==> src/rtl/branch_predictor.sv <==
// Branch predictor for the fetch stage: 5-bit global history, 32-entry PHT of
// 2-bit saturating counters, and a 32-entry direct-mapped BTB.
// Optional feature macro: BP_GSHARE_EN -- when defined the PHT is indexed by
// pc[6:2] XOR BHR (gshare); when undefined the PHT is indexed by the BHR alone.
// Lookups are purely combinational; updates from EX land on the next rising
// edge and are never bypassed into a same-cycle lookup.
module branch_predictor (
    input  logic        clk,
    input  logic        reset,
    input  logic [31:0] current_pc,
    output logic [31:0] pred_next_pc,
    output logic        pred_taken,
    output logic [4:0]  pred_bhr,
    input  logic        update_valid,
    input  logic [31:0] update_pc,
    input  logic        update_taken,
    input  logic [31:0] update_target,
    input  logic [4:0]  update_bhr
);

    localparam int ENTRIES = 32;

    logic [4:0]  bhr_q, bhr_d;
    logic [1:0]  pht_q        [ENTRIES];
    logic [1:0]  pht_d        [ENTRIES];
    logic        btb_valid_q  [ENTRIES];
    logic        btb_valid_d  [ENTRIES];
    logic [24:0] btb_tag_q    [ENTRIES];
    logic [24:0] btb_tag_d    [ENTRIES];
    logic [31:0] btb_target_q [ENTRIES];
    logic [31:0] btb_target_d [ENTRIES];

    logic [4:0]  lookup_btb_idx;
    logic [4:0]  lookup_pht_idx;
    logic [4:0]  update_btb_idx;
    logic [4:0]  update_pht_idx;
    logic        btb_hit;
    logic [31:0] pc_plus4;

    // Instruction-aligned PCs never carry information in their low two bits.
    logic unused_update_pc_bits;
    assign unused_update_pc_bits = ^update_pc[1:0];

    // Table indices for the fetch lookup and for the EX-stage update.
    always_comb begin
        lookup_btb_idx = current_pc[6:2];
        update_btb_idx = update_pc[6:2];
`ifdef BP_GSHARE_EN
        lookup_pht_idx = current_pc[6:2] ^ bhr_q;
        update_pht_idx = update_pc[6:2] ^ update_bhr;
`else
        lookup_pht_idx = bhr_q;
        update_pht_idx = update_bhr;
`endif
    end

    // Zero-latency prediction from the registered tables only.
    always_comb begin
        btb_hit      = btb_valid_q[lookup_btb_idx] &&
                       (btb_tag_q[lookup_btb_idx] == current_pc[31:7]);
        pred_taken   = btb_hit && pht_q[lookup_pht_idx][1];
        pc_plus4     = current_pc + 32'd4;
        pred_next_pc = pred_taken ? btb_target_q[lookup_btb_idx] : pc_plus4;
        pred_bhr     = bhr_q;
    end

    // Next-state for history, counters and BTB from the resolved branch.
    always_comb begin
        bhr_d = bhr_q;
        for (int i = 0; i < ENTRIES; i++) begin
            pht_d[i]        = pht_q[i];
            btb_valid_d[i]  = btb_valid_q[i];
            btb_tag_d[i]    = btb_tag_q[i];
            btb_target_d[i] = btb_target_q[i];
        end
        if (update_valid) begin
            if (update_taken) begin
                if (pht_q[update_pht_idx] != 2'b11) begin
                    pht_d[update_pht_idx] = pht_q[update_pht_idx] + 2'd1;
                end
                btb_valid_d[update_btb_idx]  = 1'b1;
                btb_tag_d[update_btb_idx]    = update_pc[31:7];
                btb_target_d[update_btb_idx] = update_target;
            end else begin
                if (pht_q[update_pht_idx] != 2'b00) begin
                    pht_d[update_pht_idx] = pht_q[update_pht_idx] - 2'd1;
                end
            end
            bhr_d = {bhr_q[3:0], update_taken};
        end
    end

    // Resettable state: reset wins over any update arriving on the same edge.
    always_ff @(posedge clk) begin
        if (reset) begin
            bhr_q <= 5'd0;
            for (int i = 0; i < ENTRIES; i++) begin
                pht_q[i]       <= 2'b01;
                btb_valid_q[i] <= 1'b0;
            end
        end else begin
            bhr_q <= bhr_d;
            for (int i = 0; i < ENTRIES; i++) begin
                pht_q[i]       <= pht_d[i];
                btb_valid_q[i] <= btb_valid_d[i];
            end
        end
    end

    // BTB payload needs no reset because the valid bits gate every use of it.
    always_ff @(posedge clk) begin
        if (!reset) begin
            for (int i = 0; i < ENTRIES; i++) begin
                btb_tag_q[i]    <= btb_tag_d[i];
                btb_target_q[i] <= btb_target_d[i];
            end
        end
    end

endmodule

==> config.mk <==
export PLATFORM = sky130hd
export DESIGN_NAME = branch_predictor
export DESIGN_NICKNAME = d
export VERILOG_FILES = /design/src/rtl/branch_predictor.sv
export SDC_FILE = /design/constraint.sdc
export NUM_CORES = 2
export LEC_CHECK = 0
export CAP_MARGIN = 20
export CELL_PAD_IN_SITES_DETAIL_PLACEMENT = 1
export CELL_PAD_IN_SITES_GLOBAL_PLACEMENT = 2
export CORE_ASPECT_RATIO = 0.75
export CORE_MARGIN = 5
export CORE_UTILIZATION = 54
export DETAILED_ROUTE_END_ITERATION = 8
export GPL_TIMING_DRIVEN = 0
export HOLD_SLACK_MARGIN = 0.02
export MAX_ROUTING_LAYER = met4
export PLACE_DENSITY_LB_ADDON = 0.1
export SYNTH_ARGS = -nofsm -noshare
export SYNTH_HDL_FRONTEND = slang
export SYNTH_SLANG_ARGS = --single-unit
==> constraint.sdc <==
create_clock -name clk -period 11 [get_ports clk]
set_clock_uncertainty 0.05 [all_clocks]
set_input_delay 2.2 -clock clk [delete_from_list [all_inputs] [get_ports clk]]
set_output_delay 2.2 -clock clk [all_outputs]
set_load 0.02 [all_outputs]
# Yosys cells after proc, flatten, opt, wreduce, memory -nomap -nowiden
# Memories as Yosys holds them, arrays and structs flattened. A register that Yosys moved wholly into a read port is not among the register bits.
# Cells that the tools add are included.
[totals]
regBits = 5
latchBits = 0
ramBits = 1920
romBits = 0
input_bits = 105
word_cells = 178
mem_count = 4
[memory_table]
columns = ["memory", "depth", "word_bits", "read_ports", "rd_ports_with_merged_regs", "write_ports", "line_no", "source"]
rows = [
  ["btb_target_q", 32, 32, 33, 0, 32, "30", "logic [31:0] btb_target_q [ENTRIES];"],
  ["btb_tag_q", 32, 25, 33, 0, 32, "28", "logic [24:0] btb_tag_q [ENTRIES];"],
  ["pht_q", 32, 2, 34, 1, 32, "24", "logic [1:0] pht_q [ENTRIES];"],
  ["btb_valid_q", 32, 1, 33, 0, 32, "26", "logic btb_valid_q [ENTRIES];"],
]
[op_classes]
add_sub_neg = 3
mul = 0
div_mod_pow = 0
magnitude_cmp = 4
eq_ne = 2
n_shift = 0
mux = 92
n_bitwise = 67
n_reduce_logical = 5
[op_table]
columns = ["op", "count"]
rows = [
  ["$mux W1024", 2],
  ["$mux W800", 2],
  ["$bwmux W1024", 1],
  ["$bwmux W800", 1],
  ["$mux W64", 4],
  ["$demux W32 S5", 1],
  ["$bwmux W64", 2],
  ["$mux W32", 4],
  ["$demux W25 S5", 1],
  ["$mux W2", 33],
  ["$or A1 B1 Y1", 64],
  ["$mux W1", 36],
  ["$add A32 B3 Y32 const B", 1],
  ["$or A32 B32 Y32", 1],
  ["$eq A25 B25 Y1", 1],
  ["$mux W25", 1],
  ["$ge A6 B6 Y1 const B", 2],
  ["$lt A6 B1 Y1 const B", 2],
  ["$not A5 Y6", 2],
  ["$demux W2 S5", 1],
  ["$mux W5", 2],
  ["$demux W1 S5", 1],
  ["$logic_and A1 B1 Y1", 4],
  ["$add A2 B1 Y2 const B", 1],
  ["3 further kinds", 3],
]

# Logic depth before layout (Yosys ltp)
[depth]
depth_word = 10
mapped_depth = 17
ltp_nobuf = 13

# Worst setup path after synthesis
# Ideal clock, no wire load.
[synth_path]
path_type = "input -> output"
start = "in current_pc[3]"
end = "out pred_next_pc[11]"
arrival_ns = 5.498
required_time_ns = 8.750
setup_slack_ns = 3.252
cell_stages = 14
n_path_buf = 6
path_cell_list = "buf_4 buf_2 buf_2 buf_1 mux4_2 a32oi_1 o21ai_1 a211oi_1 xor2_1 o2111ai_1 or4_1 buf_2 buf_2 mux2i_1"
[synth_via]
elab_chain_len = 5
[synth_rtl]
columns = ["element", "line_no", "source"]
rows = [
  ["from (decl)", "10", "input logic [31:0] current_pc,"],
  ["$mem_v2 Z32 W25", "n/a", ""],
  ["$eq A25 B25 Y1", "60", "(btb_tag_q[lookup_btb_idx] == current_pc[31:7]);"],
  ["$logic_and A1 B1 Y1", "59", "btb_hit = btb_valid_q[lookup_btb_idx] &&"],
  ["$logic_and A1 B1 Y1", "61", "pred_taken = btb_hit && pht_q[lookup_pht_idx][1];"],
  ["$mux W32 (*)", "63", "pred_next_pc = pred_taken ? btb_target_q[lookup_btb_idx] : pc_plus4;"],
  ["to (decl)", "11", "output logic [31:0] pred_next_pc,"],
]
# Mark *: on every way between the ends. The rest lies on a longest branch, timed or not.

# Worst setup path after layout
[layout_path]
start = "in current_pc[2]"
end = "out pred_next_pc[12]"
# Same word-level chain as after synthesis.

==> flow_summary.json <==
{
  "fin_nets": 4052,
  "status": "complete, no violations",
  "async_flop_share_pct": 0,
  "cts_hold_buffers": 0,
  "placeableCoreArea_mm2": 0.138,
  "floorplan.io_pins": 143,
  "drt-wirelength-per-cell_um": 38.2,
  "seq_area_frac_synth_pct": 75.7,
  "post-route-min-period_ns": 10.90,
  "hold_viol_final": 0,
  "setup.worst_path.class": "in -> out",
  "drc": 0,
  "worst_ep_arrival_time_ns": 8.65,
  "postSynthRegisterBits": 1930,
  "synth_cells": 3498,
  "timing_worst_slew_pin_value_ns": 1.19,
  "fin_total_pwr_mw": 15.0,
  "std_cell_rows": 118,
  "drt_iter0_drc": 5131,
  "cts.clk_slew.worst_paths_ns": 0.06,
  "global_route.usage.total_pct": 32.2,
  "floorplan.die_area_mm2": 0.147,
  "synth_top_area_share_pct": 72.9,
  "first_pass_grt_wire_length_um": 319000,
  "clock_sinks": 1930,
  "netlist-cell-type-count": 59,
  "grt_pass1_vias": 40800,
  "synthesized_area_per_cell_um2": 21.5,
  "power_density_mw_per_mm2": 172,
  "overflow": 0,
  "final_antenna_net_count": 0,
  "r2r_slack_ns": 6.15,
  "leakagePower_nw": 27.5,
  "hpwlAfterDp_um": 153000,
  "initial_core_util_pct": 54.4,
  "route.final.wire_length_um": 227000,
  "cts_max_path_buffers": 3,
  "timing.max_slew.rel_slack_pct": 20.8,
  "insertion_delay_ns": 0.81,
  "max_cap_violations": 0,
  "grt_setup_unrepaired": "false",
  "worst_r2r_path_depth": 14,
  "final_util_pct": 63.2,
  "netlist.top_cell.by_area": "edfxtp_1",
  "grt_max_degree": 33,
  "crit_path_max_fanout": 10,
  "floorplan.die.width_um": 441,
  "route.vias.total": 39600,
  "finalCritPeriodShare_pct": 99.1,
  "grt_antenna_before_repair": 8,
  "number_of_pins_exceeding_their_max_slew_limit_in_the_final_report": 0,
  "hp-class": "reg -> reg",
  "die_h_um": 333,
  "worstPathRequired_ns": 8.75,
  "cell_types_with_the_largest_area_share_after_synthesis": "edfxtp_1, mux4_2, dfxtp_1",
  "worst_setup_path_endpoint": "pred_next_pc[12]",
  "port_buffers": 131,
  "drt_pre_antenna_iters": 5,
  "max_clock_freq_mhz": 91.7,
  "ctsRootBufferMaster": "clkbuf_16",
  "ys_warn_count": 0,
  "setup-violations-final": 0,
  "power.ir.vdd_worst_mv": 0.166,
  "syn_nets": 3606,
  "gp_congestion": 0.860,
  "startpoint": "current_pc[2]",
  "detail_route.vias_per_cell": 6.65,
  "cts_tree": "done",
  "worst_case_hold_slack_ns": 0.415,
  "timing.critical_path.to_type": "output port",
  "dominant_register_cell_in_the_synthesized_netlist": "edfxtp_1",
  "startpoint_type": "input port",
  "num_cts_buffers": 181,
  "netlist_area_mm2": 0.0752,
  "cts_max_level": 4,
  "layout-area-overhead-vs-synth_pct": 16.3,
  "drive_gt1_share_pct": 25.3,
  "synth-edff-count": 1824
}
-- metrics by stage --
step | setup slack, ns | instances | cell area [µm²] | setup TNS, ns
after floorplan | 3.25 | 3498 | 75200 | 0
final | 0.0972 | 5955 | 87400 | 0
after detailed placement | -0.505 | 5601 | 81300 | -5.94
after CTS | 0.00268 | 5926 | 87000 | 0
after global routing | 0.00313 | 5954 | 87400 | 0
after global placement | -0.821 | 5489 | 78800 | -289.04
-- how the worst min path moves through the flow --
stage                          from        end  slack (ns)  cells after the start
after CTS                 flip-flop  flip-flop        0.41                      1
final                     flip-flop  flip-flop        0.41                      1
after detailed placement  flip-flop  flip-flop        0.40                      1
after global routing      flip-flop  flip-flop        0.43                      1
after global placement    flip-flop  flip-flop        0.39                      1
after floorplan           flip-flop  flip-flop        0.38                      1
-- cell usage after synthesis, types with 4 or more instances --
| cell | n |
|---|---|
| a211o_1 | 33 |
| a211oi_1 | 7 |
| a21oi_1 | 40 |
| a22o_1 | 12 |
| a22oi_1 | 26 |
| and2_1 | 9 |
| and3_1 | 8 |
| and4_1 | 6 |
| buf_1 | 22 |
| buf_2 | 53 |
| buf_4 | 5 |
| buf_6 | 16 |
| clkbuf_1 | 107 |
| dfxtp_1 | 106 |
| edfxtp_1 | 1824 |
| inv_1 | 42 |
| mux2_2 | 10 |
| mux2i_1 | 142 |
| mux4_2 | 519 |
| nand2_1 | 125 |
| nand2b_1 | 5 |
| nand3_1 | 50 |
| nand3b_1 | 7 |
| nand4_1 | 23 |
| nor2_1 | 93 |
| nor2b_1 | 5 |
| nor3_1 | 9 |
| nor3b_1 | 5 |
| nor4_1 | 4 |
| o21ai_0 | 6 |
| o221ai_1 | 14 |
| o22a_1 | 16 |
| o22ai_1 | 45 |
| o31ai_1 | 4 |
| o32ai_1 | 4 |
| or3_1 | 5 |
| or3b_2 | 5 |
| xnor2_1 | 21 |
| xor2_1 | 31 |
-- layout by cell type, fill, tap and decap left out, types with 8 or more instances in the layout --
| cell | netlist | layout |
|---|---|---|
| mux2i_1 | 142 | 142 |
| edfxtp_1 | 1824 | 1824 |
| buf_16 | 0 | 24 |
| buf_12 | 0 | 79 |
| clkbuf_1 | 107 | 147 |
| a211o_1 | 33 | 33 |
| bufinv_16 | 0 | 10 |
| buf_8 | 1 | 17 |
| nor3_1 | 9 | 9 |
| clkinv_1 | 0 | 41 |
| nand4_1 | 23 | 23 |
| xnor2_1 | 21 | 21 |
| dfxtp_1 | 106 | 106 |
| nand3_1 | 50 | 50 |
| a22oi_1 | 26 | 26 |
| clkdlybuf4s50_1 | 0 | 131 |
| o22a_1 | 16 | 16 |
| o22ai_1 | 45 | 45 |
| buf_2 | 53 | 59 |
| clkbuf_16 | 0 | 193 |
| xor2_1 | 31 | 31 |
| nor2_4 | 0 | 32 |
| and3_1 | 8 | 8 |
| mux2_2 | 10 | 10 |
| a21oi_1 | 40 | 40 |
| a22o_1 | 12 | 12 |
| clkinv_2 | 0 | 24 |
| nand2_1 | 125 | 125 |
| and2_1 | 9 | 9 |
| buf_6 | 16 | 19 |
| buf_1 | 22 | 18 |
| inv_1 | 42 | 42 |
| mux4_2 | 519 | 519 |
| nor2_1 | 93 | 61 |
| o221ai_1 | 14 | 14 |
-- sequential cells by signal, indices dropped and copies added, names as in the netlist, named ones only --
signal and count:
btb_target_q 1024, pht_q 32, btb_valid_q 32, btb_tag_q 800, pred_bhr 5
-- power breakdown --
part           total, mW  leakage, nW  switching (mW)  internal (mW)
Clock               6.06         2.73            2.72           3.35
Sequential          8.07         17.3         0.00986           8.06
Combinational      0.863         7.51           0.533          0.331
-- cells by family after synthesis --
family	synth area share, %
buffers and inverters	1.52
XOR/XNOR	0.606
multiplexers	17.6
flip-flops	75.7
adder cells (fa/ha/maj)	0.0499
AND/OR/NAND/NOR	2.30
AO/OA/AOI/OAI	2.19
-- critical path, cell delays in order --
cell,delay (ns)
clkdlybuf4s50_1,0.53
buf_6,0.21
buf_8,0.18
buf_6,0.26
buf_6,0.31
buf_6,0.26
buf_2,0.49
buf_2,0.46
clkbuf_1,0.56
buf_2,0.48
mux4_2,0.57
mux4_2,0.53
mux2i_1,0.73
mux2i_1,0.21
clkdlybuf4s50_1,0.60
-- area by class of cell --
cell class              count  area (µm²)
flip-flops and latches   1930       56900
fillers                 11200       50800
multi-input cells        1321       17400
clock buffers             233        4850
repair buffers            265        4010
well taps                1860        2330
plain buffers             202         991
clock inverters            94         773
inverters                  43         161
diodes                      7        17.5
-- metal layers --
metal  global-route usage (%)  routed length [µm]  up-vias
li1                         -                   -    15600
met1                     43.8               88000    21400
met3                     5.35               19900      390
met2                     50.9              112000     2244
met5                        -                   0        -
met4                     9.82                7360        0
-- what timing repair did --
| item | CTS | global route |
|---|---|---|
| buffers inserted | 0 | 0 |
| endpoints found under the setup margin | 30 | 1 |
| pin swaps | 0 | 0 |
| resized for setup | 8 | 2 |
Note: power is estimated with default switching activity, not from simulation.
